**src/rtl/axi_pkg.sv**
```systemverilog
// Shared AXI definitions for the write-path arbiter (and its read-side sibling):
// burst/response encodings, slave-aligned width constants, the arbiter FSM
// state type and the round-robin pointer advance helper.
package axi_pkg;

    localparam int AXI_ADDR_BITS = 32;
    localparam int AXI_DATA_BITS = 32;
    localparam int AXI_LEN_BITS  = 8;
    localparam int AXI_SIZE_BITS = 3;

    typedef enum logic [1:0] {
        BURST_FIXED = 2'b00,
        BURST_INCR  = 2'b01,
        BURST_WRAP  = 2'b10,
        BURST_RSVD  = 2'b11
    } axi_burst_e;

    localparam logic [1:0] RESP_OKAY   = 2'b00;
    localparam logic [1:0] RESP_EXOKAY = 2'b01;
    localparam logic [1:0] RESP_SLVERR = 2'b10;
    localparam logic [1:0] RESP_DECERR = 2'b11;

    typedef enum logic [1:0] {
        IDLE = 2'b00,
        AW   = 2'b01,
        DATA = 2'b10,
        RESP = 2'b11
    } arb_state_e;

    // Pointer value after master idx completes: the next master, wrapping at n.
    function automatic int unsigned rr_next(input int unsigned idx, input int unsigned n);
        if (idx + 32'd1 >= n) begin
            return 32'd0;
        end else begin
            return idx + 32'd1;
        end
    endfunction

endpackage

```
**src/rtl/axi_wr_arbiter_rr_picker.sv**
```systemverilog
// rr_picker: purely combinational round-robin selection. Scans the request
// vector starting at the pointer (wrapping modulo N) and returns the first
// requester as a one-hot vector and as an index.
module rr_picker #(
    parameter int N  = 2,
    parameter int IW = (N > 1) ? $clog2(N) : 1
) (
    input  logic [N-1:0]  i_req,
    input  logic [IW-1:0] i_ptr,
    output logic [N-1:0]  o_gnt,
    output logic [IW-1:0] o_idx,
    output logic          o_any
);

    logic          w_found;
    int            w_cand;
    logic [IW-1:0] w_cand_idx;

    // Walk candidates ptr, ptr+1, ... and lock onto the first active request.
    always_comb begin
        o_gnt      = '0;
        o_idx      = '0;
        w_found    = 1'b0;
        w_cand     = 0;
        w_cand_idx = '0;
        for (int i = 0; i < N; i++) begin
            w_cand = int'(i_ptr) + i;
            if (w_cand >= N) begin
                w_cand = w_cand - N;
            end else begin
                w_cand = w_cand;
            end
            w_cand_idx = IW'(w_cand);
            if (!w_found && i_req[w_cand_idx]) begin
                w_found           = 1'b1;
                o_gnt[w_cand_idx] = 1'b1;
                o_idx             = w_cand_idx;
            end else begin
                w_found = w_found;
            end
        end
        o_any = w_found;
    end

endmodule

```
**src/rtl/axi_wr_arbiter.sv**
```systemverilog
// axi_wr_arbiter: round-robin sharing of one AXI write path (AW/W/B) among
// NUM_M masters. One burst at a time: grant in IDLE, forward AW, stream W
// until w_last, return B, then advance the pointer past the winner.
// Optional build macro AXI_WR_ARB_LEN_CHECK_EN adds a W beat counter that
// flags bursts whose w_last disagrees with len, forcing SLVERR upstream and
// pulsing len_err.
module axi_wr_arbiter
    import axi_pkg::*;
#(
    parameter int NUM_M     = 2,
    parameter int ADDR_BITS = AXI_ADDR_BITS,
    parameter int DATA_BITS = AXI_DATA_BITS,
    parameter int LEN_BITS  = AXI_LEN_BITS,
    parameter int SIZE_BITS = AXI_SIZE_BITS
) (
    input  logic                                  aclk,
    input  logic                                  areset_n,
    // upstream AW
    input  logic [NUM_M-1:0]                      up_aw_valid,
    output logic [NUM_M-1:0]                      up_aw_ready,
    input  logic [NUM_M-1:0][ADDR_BITS-1:0]       up_aw_addr,
    input  logic [NUM_M-1:0][LEN_BITS-1:0]        up_aw_len,
    input  logic [NUM_M-1:0][SIZE_BITS-1:0]       up_aw_size,
    input  logic [NUM_M-1:0][1:0]                 up_aw_burst,
    input  logic [NUM_M-1:0][3:0]                 up_aw_cache,
    // upstream W
    input  logic [NUM_M-1:0]                      up_w_valid,
    input  logic [NUM_M-1:0]                      up_w_last,
    output logic [NUM_M-1:0]                      up_w_ready,
    input  logic [NUM_M-1:0][DATA_BITS-1:0]       up_w_data,
    input  logic [NUM_M-1:0][DATA_BITS/8-1:0]     up_w_strb,
    // upstream B
    output logic [NUM_M-1:0]                      up_b_valid,
    input  logic [NUM_M-1:0]                      up_b_ready,
    output logic [1:0]                            up_b_resp,
    // downstream AW
    output logic                                  dn_aw_valid,
    output logic [ADDR_BITS-1:0]                  dn_aw_addr,
    output logic [LEN_BITS-1:0]                   dn_aw_len,
    output logic [SIZE_BITS-1:0]                  dn_aw_size,
    output logic [1:0]                            dn_aw_burst,
    output logic [3:0]                            dn_aw_cache,
    input  logic                                  dn_aw_ready,
    // downstream W
    output logic                                  dn_w_valid,
    output logic [DATA_BITS-1:0]                  dn_w_data,
    output logic [DATA_BITS/8-1:0]                dn_w_strb,
    output logic                                  dn_w_last,
    input  logic                                  dn_w_ready,
    // downstream B
    input  logic                                  dn_b_valid,
    input  logic [1:0]                            dn_b_resp,
    output logic                                  dn_b_ready,
    // status
`ifdef AXI_WR_ARB_LEN_CHECK_EN
    output logic                                  len_err,
`endif
    output logic [((NUM_M > 1) ? $clog2(NUM_M) : 1)-1:0] grant_id,
    output logic                                  busy
);

    localparam int IDX_W = (NUM_M > 1) ? $clog2(NUM_M) : 1;

    arb_state_e       r_state, w_state_nxt;
    logic [IDX_W-1:0] r_grant, w_grant_nxt;
    logic [NUM_M-1:0] r_grant_oh, w_grant_oh_nxt;
    logic [IDX_W-1:0] r_ptr, w_ptr_nxt;
    logic             r_busy;

    logic [NUM_M-1:0] w_pick_oh;
    logic [IDX_W-1:0] w_pick_idx;
    logic             w_pick_any;

    logic             w_aw_hs;
    logic             w_w_hs;
    logic             w_w_last_hs;
    logic             w_b_hs;

    rr_picker #(
        .N  (NUM_M),
        .IW (IDX_W)
    ) u_picker (
        .i_req (up_aw_valid),
        .i_ptr (r_ptr),
        .o_gnt (w_pick_oh),
        .o_idx (w_pick_idx),
        .o_any (w_pick_any)
    );

    assign w_aw_hs     = (r_state == AW) & dn_aw_ready;
    assign w_w_hs      = (r_state == DATA) & up_w_valid[r_grant] & dn_w_ready;
    assign w_w_last_hs = w_w_hs & up_w_last[r_grant];
    assign w_b_hs      = (r_state == RESP) & dn_b_valid & up_b_ready[r_grant];

    // State, grant and pointer registers; reset abandons any burst in flight.
    always_ff @(posedge aclk or negedge areset_n) begin
        if (!areset_n) begin
            r_state    <= IDLE;
            r_grant    <= '0;
            r_grant_oh <= '0;
            r_ptr      <= '0;
            r_busy     <= 1'b0;
        end else begin
            r_state    <= w_state_nxt;
            r_grant    <= w_grant_nxt;
            r_grant_oh <= w_grant_oh_nxt;
            r_ptr      <= w_ptr_nxt;
            r_busy     <= (w_state_nxt != IDLE);
        end
    end

    // Next-state logic: grant in IDLE, advance on each channel's handshake.
    always_comb begin
        w_state_nxt    = r_state;
        w_grant_nxt    = r_grant;
        w_grant_oh_nxt = r_grant_oh;
        w_ptr_nxt      = r_ptr;
        case (r_state)
            IDLE: begin
                if (w_pick_any) begin
                    w_state_nxt    = AW;
                    w_grant_nxt    = w_pick_idx;
                    w_grant_oh_nxt = w_pick_oh;
                end else begin
                    w_state_nxt = IDLE;
                end
            end
            AW: begin
                if (w_aw_hs) begin
                    w_state_nxt = DATA;
                end else begin
                    w_state_nxt = AW;
                end
            end
            DATA: begin
                if (w_w_last_hs) begin
                    w_state_nxt = RESP;
                end else begin
                    w_state_nxt = DATA;
                end
            end
            RESP: begin
                if (w_b_hs) begin
                    w_state_nxt = IDLE;
                    w_ptr_nxt   = IDX_W'(rr_next(32'(r_grant), 32'(NUM_M)));
                end else begin
                    w_state_nxt = RESP;
                end
            end
            default: begin
                w_state_nxt = IDLE;
            end
        endcase
    end

    // Channel routing: only the granted master's handshake is ever exposed,
    // and only in the state that owns that channel.
    always_comb begin
        dn_aw_valid = 1'b0;
        dn_aw_addr  = up_aw_addr[r_grant];
        dn_aw_len   = up_aw_len[r_grant];
        dn_aw_size  = up_aw_size[r_grant];
        dn_aw_burst = up_aw_burst[r_grant];
        dn_aw_cache = up_aw_cache[r_grant];
        up_aw_ready = '0;
        dn_w_valid  = 1'b0;
        dn_w_data   = up_w_data[r_grant];
        dn_w_strb   = up_w_strb[r_grant];
        dn_w_last   = up_w_last[r_grant];
        up_w_ready  = '0;
        up_b_valid  = '0;
        dn_b_ready  = 1'b0;
        case (r_state)
            AW: begin
                dn_aw_valid = 1'b1;
                up_aw_ready = r_grant_oh & {NUM_M{dn_aw_ready}};
            end
            DATA: begin
                dn_w_valid = up_w_valid[r_grant];
                up_w_ready = r_grant_oh & {NUM_M{dn_w_ready}};
            end
            RESP: begin
                up_b_valid = r_grant_oh & {NUM_M{dn_b_valid}};
                dn_b_ready = up_b_ready[r_grant];
            end
            default: begin
                dn_aw_valid = 1'b0;
            end
        endcase
    end

`ifdef AXI_WR_ARB_LEN_CHECK_EN
    logic [LEN_BITS-1:0] r_len;
    logic [LEN_BITS:0]   r_beat;
    logic                r_err;
    logic                r_len_err;
    logic                w_beat_bad;

    // A beat is bad when its w_last disagrees with "this is beat len+1".
    assign w_beat_bad = w_w_hs & (up_w_last[r_grant] != (r_beat == {1'b0, r_len}));

    // Beat counter and sticky error, re-armed at every AW handshake.
    always_ff @(posedge aclk or negedge areset_n) begin
        if (!areset_n) begin
            r_len     <= '0;
            r_beat    <= '0;
            r_err     <= 1'b0;
            r_len_err <= 1'b0;
        end else if (w_aw_hs) begin
            r_len     <= up_aw_len[r_grant];
            r_beat    <= '0;
            r_err     <= 1'b0;
            r_len_err <= 1'b0;
        end else begin
            if (w_w_hs) begin
                r_beat <= r_beat + {{LEN_BITS{1'b0}}, 1'b1};
            end else begin
                r_beat <= r_beat;
            end
            r_err     <= r_err | w_beat_bad;
            r_len_err <= w_beat_bad & ~r_err;
        end
    end

    // Upstream response: SLVERR overrides the slave once a length error is seen.
    always_comb begin
        if (r_err) begin
            up_b_resp = RESP_SLVERR;
        end else begin
            up_b_resp = dn_b_resp;
        end
    end

    assign len_err = r_len_err;
`else
    assign up_b_resp = dn_b_resp;
`endif

    assign grant_id = r_grant;
    assign busy     = r_busy;

endmodule

```
**config.mk**
```make
export PLATFORM = sky130hd
export DESIGN_NAME = axi_wr_arbiter
export DESIGN_NICKNAME = d
export VERILOG_FILES = /design/src/rtl/axi_pkg.sv /design/src/rtl/axi_wr_arbiter_rr_picker.sv /design/src/rtl/axi_wr_arbiter.sv
export SDC_FILE = /design/constraint.sdc
export NUM_CORES = 1
export LEC_CHECK = 0
export ABC_AREA = 1
export BUFFER_PORTS_ARGS = -buffer_cell sky130_fd_sc_hd__buf_2
export CORE_AREA = 5 5 107 109
export DETAILED_ROUTE_END_ITERATION = 6
export DIE_AREA = 0 0 112 114
export PLACE_DENSITY_LB_ADDON = 0.2
export RECOVER_POWER = 25
export SLEW_MARGIN = 40
export SYNTH_ARGS = -nofsm -noshare
export SYNTH_HDL_FRONTEND = slang
export SYNTH_HIERARCHICAL = 1
export SYNTH_SLANG_ARGS = --single-unit
```
**constraint.sdc**
```tcl
create_clock -name aclk -period 1.6 [get_ports aclk]
set_input_delay 0.16 -clock aclk [delete_from_list [all_inputs] [get_ports aclk]]
set_output_delay 0.16 -clock aclk [all_outputs]
set_load 0.1 [all_outputs]
```
**Word level (Yosys, flattened, before mapping)**

Cells that the tools add are included.

- $add $sub $neg: 4
- Magnitude comparators: 8
- Equal/unequal tests: 3
- Mux-type cells: 48
- Bitwise logic cells: 10
- Reduce and logical (&&, ||, !) cells: 8

Operator list:

| operator | number |
|---|---|
| two-way mux 32 bit | 4 |
| two-way mux 1 bit | 24 |
| two-way mux 2 bit | 9 |
| two-way mux 4 bit | 4 |
| two-way mux 8 bit | 2 |
| case mux 2 bit (4 select lines) | 1 |
| bitwise AND 1 bit | 6 |
| bitwise AND 2 bit | 3 |
| less-than comparator 1 x 2 -> 1 bit (second input constant) | 3 |
| two-way mux 3 bit | 2 |
| adder 1 x 1 -> 2 bit (second input constant) | 2 |
| equality test 2 bit (second input constant) | 2 |
| >= comparator 2 bit (second input constant) | 2 |
| AND reduction 2 bit | 2 |
| logical AND 1 bit | 3 |
| demux 1 bit (select 1 bit) | 2 |
| equality test 2 x 1 -> 1 bit (second input constant) | 1 |
| >= comparator 1 bit (second input constant) | 2 |
| >= comparator 1 x 2 -> 1 bit (second input constant) | 1 |
| zero test 2 bit | 1 |
| bitwise OR 2 bit | 1 |
| nonzero test 2 bit | 1 |
| subtractor 1 bit (second input constant) | 2 |
| zero test 1 bit | 1 |

- Register bits after elaboration: 7
- Input bits: 185
- Output and inout bits: 99
- Word-level logic and storage cells: 86

**Depth between registers and ports, before layout**

- Depth in word-level cells: 11
- Depth in mapped cells: 8
- Gate-level depth less buffers: 7

**Modules after synthesis**

Netlist, hierarchy kept.

By module, submodules not included:

| module | times used | cells an instance | area an instance (um^2) | sequential area each (um^2) |
|---|---|---|---|---|
| axi_wr_arbiter | 1 | 338 | 1485.2 | 175.2 |
| rr_picker | 1 | 7 | 30.0 | 0.0 |

**Worst setup path after synthesis**

OpenSTA, ideal clock, no wires.

- Kind: flip-flop to output port
- Start point: register r_grant, in the netlist grant_id
- End point: output dn_w_valid
- Data arrival time: 2.743 ns
- Required time: 1.440 ns
- Slack: -1.303 ns
- Stages on the path, launching flop included: 4
- Path buffers: 1
- Path through: dfrtp_1 buf_4 nand2_1 a21oi_1

- Word-level cells in the longest chain between the ends: 3

RTL lines:

| element | RTL line | RTL |
|---|---|---|
| start: declaration | axi_wr_arbiter.sv:65 | `logic [IDX_W-1:0] r_grant, w_grant_nxt;` |
| start signal: assignment | axi_wr_arbiter.sv:105 | `r_grant <= w_grant_nxt;` |
| two-way mux 1 bit (implied by the code) (2 in series) | axi_wr_arbiter.sv:179 | `dn_w_valid = up_w_valid[r_grant];` |
| two-way mux 1 bit | axi_wr_arbiter.sv:173 | `case (r_state)` |
| end: declaration | axi_wr_arbiter.sv:45 | `output logic dn_w_valid,` |

No other way between the ends. The select of a mux whose other input is x is not followed.

**Worst setup path in the final report**

- Start point: register r_grant, in the netlist grant_id
- End point: output dn_aw_addr[12]

- Word-level cells in the longest chain between the ends: 2

RTL lines:

| element | RTL line | RTL |
|---|---|---|
| two-way mux 32 bit (implied by the code) (2 in series) | axi_wr_arbiter.sv:160 | `dn_aw_addr = up_aw_addr[r_grant];` |
| end: declaration | axi_wr_arbiter.sv:38 | `output logic [ADDR_BITS-1:0] dn_aw_addr,` |

No other way between the ends. The select of a mux whose other input is x is not followed.

==> impl_metrics.yaml <==
timing:
  clock_skew_ns: 0.00212
  hold-worst-slack_ns: 0.286
  maxSlewHeadroom_pct: 67.2
  finalWorstSetupSlack_ns: -0.0555
  finalSetupViolations: 40
  fmax_mhz: 604
  finalCritPeriodShare_pct: 103
  rsz0062_at_grt: "true"
  fin_crit_ns: 1.66
  tightest_slew_ns: 0.496
  finalHoldViolations: 0
  maxSlewViolCount: 0
die:
  dieHeight_um: 114
  die_w_um: 112
  ios: 284
  core_um2: 10500
  start_util_pct: 14.4
  die_area_um2: 12800
  num_rows: 38
synthesis:
  seq_area_frac_synth_pct: 11.6
  syn_nets: 530
  netlist_area_um2: 1520
  ys_ff_latch: 7
  yosysUniqueCellTypes: 15
  yosys_warnings: 6
  synth_cells: 345
  synth_area_per_cell_um2: 4.39
grt:
  met2_usage_pct: 32.7
  grt_pass1_vias: 3532
  grtUsageMet3_pct: 6.53
  grt_pass1_wl_um: 17300
  gr-max-usage-layer: "met2"
  grt_overflow: 0
  met1_usage_pct: 16.4
  globalRouteTotalUtil_pct: 16.6
  grt_max_degree: 40
  antenna_found_initial: 1
finish:
  antenna_cells: 0
  multiInputGateArea_um2: 2980
  seq_area_um2: 179
  stdcell_area_um2: 6580
  fill_cells: 889
  nets: 810
  area_growth_pct: 334
  finalNonFillerCells: 764
  drive_gt1_share_pct: 80.6
place:
  dpl.cell_count: 750
  io_buffers: 279
  dp_hpwl_um: 9660
  gp_congestion: 0.860
  post-place-ws_ns: 0.0880
  post_dp_cell_area_um2: 6010
setup_path:
  worstPathCellList: "clkinv_8, buf_16, buf_12, nand2_4, nand2_8, buf_12"
  critPathMaxStageDelay_ns: 0.54
  arrival_ns: 1.50
  cp_slowest_cell: "dfrtp_4"
  end_kind: "output pin"
  cp.required_ns: 1.44
  crit_path_max_fanout: 8
  timing.critical_path.mode_cell: "buf_12"
  worstSetupPathType: "reg2out"
  cp-start-kind: "register"
clock_network:
  cts-buffers-inserted: 3
  cts_root_buffer: "clkbuf_8"
  clock-sinks: 7
  worstSkewPairLatency_ns: 0.22
  clk_pin_slew_ns: 0.04
  cts.htree.levels: 1
  clockBufferDepth: 2
  cts_tree: "built"
drt:
  routed_wl_um: 11600
  post_drt_wl_per_cell_um: 15.1
  firstDrtPassIters: 4
  via_count: 3315
  antenna_left: 0
  avgViaCountPerCell: 4.34
  drc_errors: 0
  drt_iter0_drc: 97
run_status:
  status: "finished with violations"
  violations: "setup timing"
flow_run:
  drv_cap: 0
min_path:
  min_path_type: "in2reg"
placed cells by master, fill, tap and decap left out, drive strengths merged:
cell and instances:
a21oi 8, buf 292, clkbuf 7, clkinv 1
dfrtp 7, dlygate4sd3 1, inv 13, nand2 272
nand3 4, nor2 15, nor3 3, o21ai 1
through the flow:
stage               setup TNS (ns)  utilization [%]
finish                      -0.964             62.6
global route                 -5.07             62.6
CTS                          -2.61             58.7
detailed placement               0             57.2
global placement                 0             57.2
floorplan                    -1.65                -
cell usage after synthesis, drive strengths merged:
cell / n / area share [%]
clkbuf: 4 / 0.99
nand2: 272 / 68
a21oi: 8 / 2.6
buf: 17 / 6.9
o21ai: 1 / 0.33
nand3: 4 / 1.7
nor3: 3 / 0.99
inv: 14 / 3.5
nor2: 15 / 3.9
dfrtp: 7 / 12
per-layer routing:
layer	vias up	share of wire [%]
li1	1580	-
met4	2	1.0
met3	12	12
met1	1529	32
met5	-	0.11
met2	192	55
timing repair:
item | 4_1_cts | 5_1_grt
resized for setup | 25 | 81
buffers inserted | 1 | 6
hold endpoints to repair | 7 | 0
setup endpoints to repair | 86 | 84
gates cloned | 1 | 2
pin swaps | 0 | 6
hold buffers | 1 | 0
worst paths after layout:
| check | to | slack (ns) | from | depth (start not counted) |
|---|---|---|---|---|
| setup / recovery | dn_aw_addr[12] | -0.06 | grant_id$_DFFE_PN0P_ | 6 |
| hold / removal | grant_id$_DFFE_PN0P_ | 0.29 | up_aw_valid[0] | 4 |
| setup reg to reg | busy$_DFF_PN0_ | 0.14 | grant_id$_DFFE_PN0P_ | 8 |
| hold reg to reg | r_ptr$_DFFE_PN0P_ | 0.54 | r_ptr$_DFFE_PN0P_ | 2 |
| max in group asynchronous | grant_id$_DFFE_PN0P_ | 0.92 | areset_n | 2 |
| min in group asynchronous | busy$_DFF_PN0_ | 0.37 | areset_n | 2 |
flip-flops by register name (all words and copies together), names as in the netlist:
register	count
busy	1
grant_id	1
r_grant_oh	2
r_ptr	1
r_state	2
cells by family after synthesis:
| family | synth area share, % |
|---|---|
| AOI/OAI and AO/OA | 2.97 |
| and+or+nand+nor | 74.1 |
| DFF | 11.6 |
| buffers and inverters | 11.4 |
area by class of cell:
class	instances	area share (%)
Multi-Input combinational cell	303	45.3
Inverter	14	0.989
Sequential cell	7	2.72
Timing Repair Buffer	296	47.6
Clock buffer	4	0.685
Tap cell	140	2.66
worst max-delay path, delay by kind of cell (launching register included):
family        cells  cell delay (ns)
flops             1             0.54
simple gates      2             0.13
buf+inv           4             0.58
Power is not shown: default switching activity piles up to over one toggle a cycle in this logic, so the estimate is an artifact.
